File: config.mk
export PLATFORM = sky130hd
export DESIGN_NAME = pc_sequencer
export DESIGN_NICKNAME = d
export VERILOG_FILES = /design/src/rtl/pc_seq_pkg.sv /design/src/rtl/ret_stack.sv /design/src/rtl/pc_sequencer.sv
export SDC_FILE = /design/constraint.sdc
export NUM_CORES = 1
export LEC_CHECK = 0
export BUFFER_PORTS_ARGS = -buffer_cell sky130_fd_sc_hd__buf_2
export CORE_ASPECT_RATIO = 1.2
export CORE_MARGIN = 2
export CORE_UTILIZATION = 40
export DETAILED_ROUTE_END_ITERATION = 16
export PLACE_DENSITY = 0.57
export SETUP_SLACK_MARGIN = 0.15
export SYNTH_ARGS = -nofsm -noshare
export SYNTH_HDL_FRONTEND = slang
export SYNTH_HIERARCHICAL = 1
export SYNTH_SLANG_ARGS = --single-unit
File: constraint.sdc
create_clock -name clock -period 3 [get_ports clock]
set_input_delay 0.15 -clock clock [delete_from_list [all_inputs] [get_ports clock]]
set_output_delay 0.15 -clock clock [all_outputs]
set_load 0.005 [all_outputs]
File: src/rtl/pc_seq_pkg.sv
// rtl/pc_seq_pkg.sv - shared encodings for the program-counter sequencer
package pc_seq_pkg;

  // Opcode encoding presented by instruction decode
  typedef enum logic [2:0] {
    OP_SEQ  = 3'd0,
    OP_SKIP = 3'd1,
    OP_BRF  = 3'd2,
    OP_BRB  = 3'd3,
    OP_JABS = 3'd4,
    OP_CALL = 3'd5,
    OP_RET  = 3'd6,
    OP_HALT = 3'd7
  } op_t;

  // Branch condition selector, evaluated against the ALU flags
  typedef enum logic [1:0] {
    COND_ALWAYS = 2'd0,
    COND_ZERO   = 2'd1,
    COND_NEG    = 2'd2,
    COND_POS    = 2'd3
  } cond_t;

  // Sequencer state register encoding
  typedef logic [1:0] state_t;
  localparam state_t ST_RUN   = 2'd0;
  localparam state_t ST_HALT  = 2'd1;
  localparam state_t ST_FAULT = 2'd2;

  // Branch condition from selector and flags; POS means strictly positive
  function automatic logic eval_cond(input cond_t sel, input logic zero, input logic neg);
    logic c;
    case (sel)
      COND_ALWAYS: c = 1'b1;
      COND_ZERO:   c = zero;
      COND_NEG:    c = neg;
      COND_POS:    c = ~zero & ~neg;
      default:     c = 1'b0;
    endcase
    return c;
  endfunction

endpackage

File: src/rtl/ret_stack.sv
// rtl/ret_stack.sv - hardware return-address LIFO for CALL/RET
module ret_stack
  import pc_seq_pkg::*;
#(
  parameter int ADDR_W    = 8,
  parameter int RAS_DEPTH = 4,
  localparam int DEPTH_W  = $clog2(RAS_DEPTH + 1)
) (
  input  logic               clock,
  input  logic               reset,
  input  logic               push,
  input  logic               pop,
  input  logic [ADDR_W-1:0]  push_data,
  output logic [ADDR_W-1:0]  top,
  output logic               full,
  output logic               empty,
  output logic [DEPTH_W-1:0] depth
);

  logic [ADDR_W-1:0]  mem_q [RAS_DEPTH];
  logic [ADDR_W-1:0]  mem_d [RAS_DEPTH];
  logic [DEPTH_W-1:0] depth_q;
  logic [DEPTH_W-1:0] depth_d;

  assign full  = (depth_q == DEPTH_W'(RAS_DEPTH));
  assign empty = (depth_q == '0);
  assign depth = depth_q;

  // Top-of-stack read: entry at index depth-1, zero when empty
  always_comb begin
    top = '0;
    for (int i = 0; i < RAS_DEPTH; i++) begin
      if (depth_q == DEPTH_W'(i + 1)) top = mem_q[i];
    end
  end

  // Next stack contents and depth; caller guarantees no push when full, no pop when empty
  always_comb begin
    depth_d = depth_q;
    for (int i = 0; i < RAS_DEPTH; i++) mem_d[i] = mem_q[i];
    if (push && !full) begin
      for (int i = 0; i < RAS_DEPTH; i++) begin
        if (depth_q == DEPTH_W'(i)) mem_d[i] = push_data;
      end
      depth_d = depth_q + DEPTH_W'(1);
    end else if (pop && !empty) begin
      depth_d = depth_q - DEPTH_W'(1);
    end
  end

  // Depth register; reset discards the stack by emptying it
  always_ff @(posedge clock or posedge reset) begin
    if (reset) depth_q <= '0;
    else       depth_q <= depth_d;
  end

  // Entry storage needs no reset since depth gates every read
  always_ff @(posedge clock) begin
    for (int i = 0; i < RAS_DEPTH; i++) mem_q[i] <= mem_d[i];
  end

endmodule

File: src/rtl/pc_sequencer.sv
// rtl/pc_sequencer.sv - PC register, next-PC logic, halt/fault FSM and return stack
module pc_sequencer
  import pc_seq_pkg::*;
#(
  parameter int              ADDR_W    = 8,
  parameter int              OFFS_W    = 4,
  parameter int              RAS_DEPTH = 4,
  parameter logic [ADDR_W-1:0] RESET_PC = '0,
  localparam int             DEPTH_W   = $clog2(RAS_DEPTH + 1)
) (
  input  logic               clock,
  input  logic               reset,
  input  logic               enable,
  input  logic [2:0]         op,
  input  logic [1:0]         cond_sel,
  input  logic               zero,
  input  logic               neg,
  input  logic [OFFS_W-1:0]  offset,
  input  logic [ADDR_W-1:0]  target,
  input  logic               resume,
  output logic [ADDR_W-1:0]  pc,
  output logic               taken,
  output logic               halted,
  output logic               fault,
  output logic [DEPTH_W-1:0] stack_depth
);

  logic [ADDR_W-1:0] pc_q, pc_d;
  logic              taken_q, taken_d;
  state_t            state_q, state_d;

  logic              cond;
  logic [ADDR_W-1:0] pc_inc;
  logic [ADDR_W-1:0] offs_ext;
  logic              rs_push, rs_pop, rs_full, rs_empty;
  logic [ADDR_W-1:0] rs_top;

  assign cond     = eval_cond(cond_t'(cond_sel), zero, neg);
  assign pc_inc   = pc_q + ADDR_W'(1);
  assign offs_ext = ADDR_W'(offset);

  ret_stack #(
    .ADDR_W   (ADDR_W),
    .RAS_DEPTH(RAS_DEPTH)
  ) u_ret_stack (
    .clock    (clock),
    .reset    (reset),
    .push     (rs_push),
    .pop      (rs_pop),
    .push_data(pc_inc),
    .top      (rs_top),
    .full     (rs_full),
    .empty    (rs_empty),
    .depth    (stack_depth)
  );

  // Next PC, taken flag, state and stack commands; enable=0 or FAULT holds everything
  always_comb begin
    pc_d    = pc_q;
    taken_d = taken_q;
    state_d = state_q;
    rs_push = 1'b0;
    rs_pop  = 1'b0;
    if (enable) begin
      case (state_q)
        ST_RUN: begin
          taken_d = 1'b0;
          pc_d    = pc_inc;
          case (op_t'(op))
            OP_SEQ: ;
            OP_SKIP: if (cond) begin
              pc_d    = pc_q + ADDR_W'(2);
              taken_d = 1'b1;
            end
            OP_BRF: if (cond) begin
              pc_d    = pc_q + offs_ext;
              taken_d = 1'b1;
            end
            OP_BRB: if (cond) begin
              pc_d    = pc_q - offs_ext;
              taken_d = 1'b1;
            end
            OP_JABS: if (cond) begin
              pc_d    = target;
              taken_d = 1'b1;
            end
            OP_CALL: begin
              if (rs_full) begin
                pc_d    = pc_q;
                state_d = ST_FAULT;
              end else begin
                rs_push = 1'b1;
                pc_d    = target;
                taken_d = 1'b1;
              end
            end
            OP_RET: begin
              if (rs_empty) begin
                pc_d    = pc_q;
                state_d = ST_FAULT;
              end else begin
                rs_pop  = 1'b1;
                pc_d    = rs_top;
                taken_d = 1'b1;
              end
            end
            OP_HALT: begin
              pc_d    = pc_q;
              state_d = ST_HALT;
            end
            default: ;
          endcase
        end
        ST_HALT: begin
          if (resume) begin
            pc_d    = pc_inc;
            taken_d = 1'b0;
            state_d = ST_RUN;
          end
        end
        default: ;
      endcase
    end
  end

  // PC, taken and state registers with asynchronous reset
  always_ff @(posedge clock or posedge reset) begin
    if (reset) begin
      pc_q    <= RESET_PC;
      taken_q <= 1'b0;
      state_q <= ST_RUN;
    end else begin
      pc_q    <= pc_d;
      taken_q <= taken_d;
      state_q <= state_d;
    end
  end

  assign pc     = pc_q;
  assign taken  = taken_q;
  assign halted = (state_q == ST_HALT);
  assign fault  = (state_q == ST_FAULT);

endmodule

==> flow_summary.toml, run 1 <==
[clock_tree]
clk_latency_ns = 0.30
numCtsBuffers = 5
path_clk_slew_ns = 0.09
cts_buffer_depth = 2
htreeDepth = 2
cts_tree = "built"
cts_setup_buffers = 0
numClockSinks = 46
cts-root-buf = "clkbuf_8"

[hold_path]
hold_class = "in -> reg"
whs_path_depth = 2

[pwr]
max-vdd-ir-drop_uv = 298
p_leak_nw = 1.52
finalPower_w = 0.00298
power_density_nw_per_um2 = 758

[grt]
grt_max_degree = 22
grt_first_pass_wirelength_um = 16000
grt_pass1_vias = 2991
grtUsageTotal = 0.223
gr-total-overflow = 0
antenna_found_initial = 0

[critical_path]
reg2reg_depth = 11
crit_buf_inv = 0
crit_family = "compound AO/OA/AOI/OAI gates"
rr_endpoint = "pc[6]$_DFFE_PP0P_"
worstPathCellList = "ha_1 > ha_2 > nor4b_4 > a222oi_1 > a21oi_1 > and3b_1 > o21ai_0 > a21oi_1 > or3_1 > o21ai_0 > a31oi_1"
worstSetupStartpointType = "register"
crit-reg2reg-launch = "u_ret_stack/depth[0]$_DFFE_PP0P_"
path_class = "reg -> reg"
ff2ff_setup_slack_ns = 0.42
path_depth = 11
endpoint = "pc[6]$_DFFE_PP0P_"
path_max_fanout = 11
crit_path_end_kind = "register"
slowest_stage = "nor4b_4"
cp_slowest_stage_delay_ns = 0.47
crit_path_start = "u_ret_stack/depth[0]$_DFFE_PP0P_"
cp.required_ns = 3.22
critPathArrivalTime_ns = 2.80

[synthesis]
ys.flop_type = "edfxtp_1"
ys_types = 70
async_flop_share = 0.304
syn_nets = 416
synth-edff-count = 32
synth_seq_cells = 46
syn_avg_cell_area_um2 = 9.29
netlist_area_um2 = 3470
seq_area_frac_synth = 0.378
synthCells = 374
synth_warnings = 6

[timing]
setup_violations = 0
max_freq_ghz = 0.387
setup_slack_ns = 0.416
tightest_slew_ns = 0.729
report.final.slew_viol_count = 0
hold_viol_final = 0
worst_slew_margin_rel = 0.510
period_needed_ns = 2.58
tns_ns = 0
grt_setup_unrepaired = "false"
finalCritPeriodShare = 0.861
fin_skew_ns = 0.00523

[floorplanning]
die_h_um = 106
die-width_um = 89.1
pin_count = 37
start_util = 0.408
num_rows = 37
die_area_um2 = 9450
coreArea_um2 = 8520

[placement]
pre_cts_ws_ns = 0.297
dp_hpwl_um = 7730
portBuffers = 36
dp.cells = 522
globalplace.congestion = 0.903

[route]
drt_iter0_markers = 173
drc = 0
post_drt_wl_per_cell_um = 18.8
via_count = 3073
viasPerCell = 5.79
wl_um = 9970
antenna_left = 0
dr.pass1.iters = 7

[status]
outcome = "complete, no violations"

[layout]
insertedDiodeCount = 0
synthToLayoutAreaGrowth_pct = 13.3
drive_gt1_frac = 0.181
fin_cells = 531
layout.nets = 455

[flow_run]
maxCapViolCount = 0
-- metal layers --
layer  share of wire  global-route usage
met1            0.43               0.294
met2            0.49               0.368
met3           0.046              0.0256
met4           0.035              0.0896
met5               0                   0
-- state kept, by name, indices dropped and copies added (netlist names) --
name and count:
pc 8, u_ret_stack/depth 3, state_q 2, u_ret_stack/mem_q 32, taken 1
-- cells by family after synthesis --
group,synth area share
compound gates,0.261
xor+xnor,0.0378
fa+ha+maj,0.0728
buf+inv,0.0569
flops,0.378
mux,0.00288
simple gates,0.191
-- cell usage in the layout, fill, tap and decap left out, drive strengths merged, types with 5 or more instances in the layout --
cell,netlist,routed
dfrtp,14,14
xor2,5,5
nor2b,13,13
a21oi,21,21
o22ai,5,5
or3,5,5
xnor2,10,10
a222oi,8,8
nor2,25,25
o211ai,5,5
nand2,33,33
buf,17,52
nor3,7,7
edfxtp,32,32
a31oi,5,5
inv,23,24
nand3,12,12
ha,17,17
nor4,5,5
clkbuf,4,5
nand2b,7,7
o21ai,24,24
a211oi,9,9
-- how the worst min path moves through the flow --
stage | endpoint | slack [ns] | start
after floorplan | u_ret_stack/depth[0]$_DFFE_PP0P_ | -0.1 | reset
after global placement | u_ret_stack/depth[1]$_DFFE_PP0P_ | 0.05 | reset
after detailed placement | u_ret_stack/depth[1]$_DFFE_PP0P_ | 0.04 | reset
after CTS | state_q[0]$_DFFE_PP0P_ | 0.06 | resume
after global routing | state_q[0]$_DFFE_PP0P_ | 0.07 | resume
final | state_q[0]$_DFFE_PP0P_ | 0.07 | resume
-- power by group --
part | total (W) | internal, W | switching (W)
registers | 0.00100 | 0.000841 | 0.000164
clock network | 0.000470 | 0.000250 | 0.000220
logic | 0.00151 | 0.000631 | 0.000875
total | 0.00298 | 0.00172 | 0.00126
-- repair_timing --
action                                  4_1_cts  5_1_grt
resized for setup                             0        2
hold buffers                                  1        0
endpoints found under the setup margin        0        4
endpoints found under the hold margin        14        0
-- synthesized netlist by cell type, types with 10 or more instances --
cell      count  share of area
nand2_1      33          0.036
edfxtp_1     32           0.28
nor2_1       25          0.027
o21ai_0      21          0.030
a21oi_1      20          0.029
inv_1        20          0.022
ha_1         17          0.061
dfrtp_1      14           0.10
buf_2        13          0.019
nor2b_1      13          0.023
nand3_1      12          0.017
xnor2_1      10          0.025
-- metrics by stage --
step,area [µm²],hold slack [ns],utilization
global placement,3810,0.0457,0.447
detailed placement,3810,0.0396,0.447
finish,3940,0.0652,0.462
floorplan,3470,-0.0964,-
CTS,3930,0.0608,0.462
global route,3940,0.0712,0.462
-- cell type report --
type | instances | area [µm²]
Clock buffer | 5 | 68.8
Clock inverter | 3 | 43.8
Fill cell | 876 | 4580
Inverter | 23 | 86.3
Multi-Input combinational cell | 284 | 1970
Sequential cell | 46 | 1310
Tap cell | 117 | 146
Timing Repair Buffer | 53 | 310
No activity file was read; power rests on OpenSTA's default activity.
==> run 2: changes to the inputs <==
--- a/config.mk
+++ b/config.mk
@@ -7,9 +7,10 @@
 export LEC_CHECK = 0
 export BUFFER_PORTS_ARGS = -buffer_cell sky130_fd_sc_hd__buf_2
 export CORE_ASPECT_RATIO = 1.2
-export CORE_MARGIN = 2
+export CORE_MARGIN = 1.5
 export CORE_UTILIZATION = 40
 export DETAILED_ROUTE_END_ITERATION = 16
+export GPL_TIMING_DRIVEN = 1
 export PLACE_DENSITY = 0.57
 export SETUP_SLACK_MARGIN = 0.15
 export SYNTH_ARGS = -nofsm -noshare
==> run 2 against run 1 <==
Cell count rose by 0.19%. Via count rose by 0.33%. Global-route usage rose by 1.2 points. Clock power rose by 3%. Combinational power barely moved. Design area rose by 0.51%. Routed wire length rose by 2.5%. Hold slack got worse by 0.0097 ns. Die area fell by 2.1%. Sequential share of layout area fell by 0.11 points. Largest cell class unchanged. Highest routed layer unchanged.
==> flow_summary.toml, run 2 (synthesized netlist as in run 1, its figures left out) <==
[clock_tree]
cts_tree = "built"
cts_buffer_depth = 2
path_clk_slew_ns = 0.10
htreeDepth = 2
numCtsBuffers = 5
numClockSinks = 46
clk_latency_ns = 0.31
cts-root-buf = "clkbuf_8"

[timing]
grt_setup_unrepaired = "false"
hold_viol_final = 0
tns_ns = 0
fin_skew_ns = 0.00788
tightest_slew_ns = 0.814
setup_violations = 0
report.final.slew_viol_count = 0
period_needed_ns = 2.60
finalCritPeriodShare = 0.868
max_freq_ghz = 0.384
worst_slew_margin_rel = 0.456

[route]
viasPerCell = 5.80
antenna_left = 0
wl_um = 10200
post_drt_wl_per_cell_um = 19.2
drc = 0
dr.pass1.iters = 6
drt_iter0_markers = 310
via_count = 3083

[critical_path]
worstSetupStartpointType = "register"
reg2reg_depth = 11
crit-reg2reg-launch = "u_ret_stack/depth[0]$_DFFE_PP0P_"
cp.required_ns = 3.22
crit_path_end_kind = "register"
endpoint = "pc[3]$_DFFE_PP0P_"
path_class = "reg -> reg"
path_depth = 11
rr_endpoint = "pc[3]$_DFFE_PP0P_"
critPathArrivalTime_ns = 2.82
crit_family = "compound AO/OA/AOI/OAI gates"
worstPathCellList = "ha_1 > ha_4 > nor4b_4 > buf_4 > a222oi_1 > a21oi_1 > a22o_1 > nand2_1 > o2111ai_1 > a2111oi_1 > a211oi_1"
crit_buf_inv = 1
path_max_fanout = 11
crit_path_start = "u_ret_stack/depth[0]$_DFFE_PP0P_"
slowest_stage = "dfrtp_2"
cp_slowest_stage_delay_ns = 0.45
ff2ff_setup_slack_ns = 0.40

[floorplanning]
die_h_um = 105
num_rows = 37
pin_count = 37
die-width_um = 88.1
start_util = 0.408
die_area_um2 = 9250
coreArea_um2 = 8520

[placement]
dp_hpwl_um = 7680
dp.cells = 520
portBuffers = 36
globalplace.congestion = 0.923

[hold_path]
hold_class = "in -> reg"
hp-start = "resume"

[layout]
layout.nets = 456
insertedDiodeCount = 0
finish.utilization = 0.464
largest_reg_flops = 32
layout_commonest_cell = "buf_2"
fin_cells = 532
layout_common_cells = "buf_2, nand2_1, edfxtp_1, nor2_1, o21ai_0"
synthToLayoutAreaGrowth_pct = 13.9
drive_gt1_frac = 0.188
regMostFlops = "u_ret_stack/mem_q"
nFillCells = 857

[grt]
grt_first_pass_wirelength_um = 16300
gr-total-overflow = 0
grtUsageTotal = 0.235
grt_pass1_vias = 2998
grt_max_degree = 22
antenna_found_initial = 0

[flow_run]
maxCapViolCount = 0

[status]
outcome = "complete, no violations"

[pwr]
power_density_nw_per_um2 = 763
p_leak_nw = 1.53
max-vdd-ir-drop_uv = 307
-- run 2: cell count changes in the layout (fill, tap and decap cells not counted) --
| cell | before | now |
|---|---|---|
| ha_4 | 0 | 1 |
| buf_4 | 16 | 17 |
| dfrtp_2 | 0 | 2 |
| dfrtp_1 | 14 | 12 |
| ha_2 | 1 | 0 |
-- run 2: routing by layer --
metal / wire, µm / up-vias / GRT usage
li1: - / 1491 / -
met1: 4300 / 1449 / 0.307
met2: 4990 / 116 / 0.380
met3: 544 / 27 / 0.0348
met4: 377 / 0 / 0.103
met5: 0 / - / 0
-- run 2: area by class of cell --
cell class | count | area [µm²] | share of cell area
inverters | 23 | 86.3 | 0.0218
repair buffers | 54 | 318 | 0.0804
multi-input cells | 284 | 1980 | 0.500
clock inverters | 3 | 43.8 | 0.0111
flip-flops and latches | 46 | 1310 | 0.332
well taps | 117 | 146 | 0.0370
clock buffers | 5 | 68.8 | 0.0174
-- run 2: how the worst min path moves through the flow --
stage                                                  end  depth (start not counted)  slack [ns]
after floorplan           u_ret_stack/depth[0]$_DFFE_PP0P_                          1        -0.1
final                               state_q[0]$_DFFE_PP0P_                          2        0.06
after global placement    u_ret_stack/depth[1]$_DFFE_PP0P_                          2        0.05
after CTS                           state_q[0]$_DFFE_PP0P_                          2        0.04
after global routing                state_q[0]$_DFFE_PP0P_                          2        0.05
after detailed placement  u_ret_stack/depth[1]$_DFFE_PP0P_                          2        0.05
-- run 2: power by group --
| part | internal, W | switching (W) | leakage [nW] |
|---|---|---|---|
| sequential | 0.000843 | 0.000177 | 0.451 |
| clock | 0.000250 | 0.000233 | 0.0585 |
| combinational | 0.000641 | 0.000875 | 1.02 |
| total | 0.00173 | 0.00129 | 1.53 |
-- run 2: timing repair --
action	in CTS	in global routing
endpoints found under the hold margin	14	0
hold buffers	1	0
endpoints found under the setup margin	0	3
resized for setup	0	5
buffers inserted	0	3
-- run 2: per-stage QoR --
stage	area [µm²]	setup WS [ns]	total power, W	hold slack (ns)
2_1_floorplan	3470	0.186	0.00202	-0.0964
3_3_place_gp	3790	0.279	0.00248	0.0471
3_5_place_dp	3790	0.274	0.00250	0.0502
4_1_cts	3920	0.238	0.00299	0.0408
5_1_grt	3960	0.164	0.00323	0.0532
6_report	3960	0.397	0.00302	0.0555
==> run 3: changes to the inputs <==
--- a/config.mk
+++ b/config.mk
@@ -12,6 +12,7 @@
 export DETAILED_ROUTE_END_ITERATION = 16
 export GPL_TIMING_DRIVEN = 1
 export PLACE_DENSITY = 0.57
+export REMOVE_ABC_BUFFERS = 1
 export SETUP_SLACK_MARGIN = 0.15
 export SYNTH_ARGS = -nofsm -noshare
 export SYNTH_HDL_FRONTEND = slang
==> run 3 against run 2 <==
Clock-buffer cell count unchanged. Hold slack got worse by 0.022 ns. Clock power fell by 18%.
==> flow_summary.toml, run 3 (synthesized netlist as in run 1, its figures left out) <==
[clock_tree]
numCtsBuffers = 5
cts-root-buf = "clkbuf_8"
htreeDepth = 2
clk_latency_ns = 0.30
numClockSinks = 46
path_clk_slew_ns = 0.09
cts_buffer_depth = 2
cts_tree = "built"

[pwr]
finalPower_w = 0.00292
intPower_w = 0.00163
clkPwrFrac = 0.136
switching_share = 0.443
pwr-share-seq = 0.348
max-vdd-ir-drop_uv = 279
p_sw_w = 0.00129
power_density_nw_per_um2 = 754
p_leak_nw = 1.48
comb_power_share = 0.517

[placement]
dp_hpwl_um = 7570
portBuffers = 36
globalplace.congestion = 0.936

[layout]
regMostFlops = "u_ret_stack/mem_q"
layout_common_cells = "buf_2, nand2_1, edfxtp_1, nor2_1, o21ai_0"
synthToLayoutAreaGrowth_pct = 11.6
layout_commonest_cell = "buf_2"
insertedDiodeCount = 0
largest_reg_flops = 32
nFillCells = 867
layout.nets = 450
drive_gt1_frac = 0.171

[floorplanning]
die_area_um2 = 9250
start_util = 0.408
coreArea_um2 = 8520
die_h_um = 105
die-width_um = 88.1
pin_count = 37
num_rows = 37

[critical_path]
path_class = "reg -> reg"
endpoint = "pc[6]$_DFFE_PP0P_"
cp.required_ns = 3.18
critPathArrivalTime_ns = 2.77
crit-reg2reg-launch = "u_ret_stack/depth[0]$_DFFE_PP0P_"
cp_slowest_stage_delay_ns = 0.44
slowest_stage = "dfrtp_1"
path_max_fanout = 10
worstSetupStartpointType = "register"
crit_path_start = "u_ret_stack/depth[0]$_DFFE_PP0P_"
worstPathCellList = "inv_1 > ha_1 > buf_4 > a222oi_1 > a21oi_1 > and3b_1 > o21ai_0 > a21oi_1 > or3_1 > o21ai_0 > a31oi_1"
rr_endpoint = "pc[6]$_DFFE_PP0P_"
crit_path_end_kind = "register"
reg2reg_depth = 11
ff2ff_setup_slack_ns = 0.41

[route]
wl_um = 10200
antenna_left = 0
via_count = 3113
drc = 0
drt_iter0_markers = 240
viasPerCell = 5.92
dr.pass1.iters = 5
post_drt_wl_per_cell_um = 19.3

[hold_path]
hold_class = "in -> reg"

[grt]
antenna_found_initial = 0
grt_max_degree = 26
grtUsageTotal = 0.227
grt_first_pass_wirelength_um = 16100
gr-total-overflow = 0
grt_pass1_vias = 2989

[timing]
tns_ns = 0
tightest_slew_ns = 0.813
fin_skew_ns = 0.00725
worst_slew_margin_rel = 0.453
period_needed_ns = 2.59
hold_viol_final = 0
grt_setup_unrepaired = "false"
report.final.slew_viol_count = 0
setup_violations = 0
max_freq_ghz = 0.385
finalCritPeriodShare = 0.865

[flow_run]
maxCapViolCount = 0

[status]
outcome = "complete, no violations"
## run 3: worst max-delay path, delay by kind of cell, from the launching register on
family | cells | cell delay (ns)
AOI/OAI and AO/OA | 6 | 0.89
DFF | 1 | 0.44
and+or+nand+nor | 2 | 0.56
buffers and inverters | 2 | 0.31
adders and majority gates | 1 | 0.27
## run 3: power groups by stage
stage / clock, W / sequential, W / combinational (W)
6_report: 0.000397 / 0.00102 / 0.00151
3_5_place_dp: 0 / 0.00102 / 0.00148
2_1_floorplan: 0 / 0.00103 / 0.000924
3_3_place_gp: 0 / 0.00102 / 0.00146
5_1_grt: 0.000432 / 0.00103 / 0.00166
4_1_cts: 0.000406 / 0.00101 / 0.00149
## run 3: worst min path at each step
| stage | startpoint | endpoint | cells past startpoint |
|---|---|---|---|
| 3_3_place_gp | reset | u_ret_stack/depth[1]$_DFFE_PP0P_ | 2 |
| 6_report | resume | state_q[0]$_DFFE_PP0P_ | 2 |
| 3_5_place_dp | reset | u_ret_stack/depth[1]$_DFFE_PP0P_ | 2 |
| 4_1_cts | resume | state_q[0]$_DFFE_PP0P_ | 2 |
| 5_1_grt | resume | state_q[0]$_DFFE_PP0P_ | 2 |
| 2_1_floorplan | reset | u_ret_stack/depth[0]$_DFFE_PP0P_ | 1 |
## run 3: stage by stage
step           cells  utilization  setup WS, ns  area [µm²]  hold slack, ns
6_report         526        0.455         0.406        3880          0.0334
2_1_floorplan    353            -         0.236        3360         -0.0964
4_1_cts          524        0.453         0.304        3860          0.0262
3_5_place_dp     515        0.441         0.314        3760          0.0494
5_1_grt          526        0.455         0.163        3880          0.0457
3_3_place_gp     515        0.441         0.367        3760          0.0499
## run 3: what timing repair did
action / 4_1_cts / 5_1_grt
endpoints found under the setup margin: 0 / 2
setup buffers: 0 / 2
endpoints found under the hold margin: 14 / 0
hold buffers: 1 / 0
resized for setup: 0 / 1
## run 3: cell type report
cell class	count	area, µm²	share of cell area
clock buffer	5	68.8	0.0178
clock inverter	3	23.8	0.00613
inverter	23	86.3	0.0223
multi-input combinational	284	1970	0.507
sequential	46	1310	0.338
tap	117	146	0.0378
timing repair buffer	48	273	0.0704
## run 3: layer usage
| layer | vias to the layer above | share of wire | global-route usage |
|---|---|---|---|
| li1 | 1472 | - | - |
| met1 | 1512 | 0.43 | 0.304 |
| met2 | 117 | 0.50 | 0.379 |
| met3 | 12 | 0.051 | 0.0269 |
| met4 | 0 | 0.022 | 0.0714 |
| met5 | - | 0 | 0 |
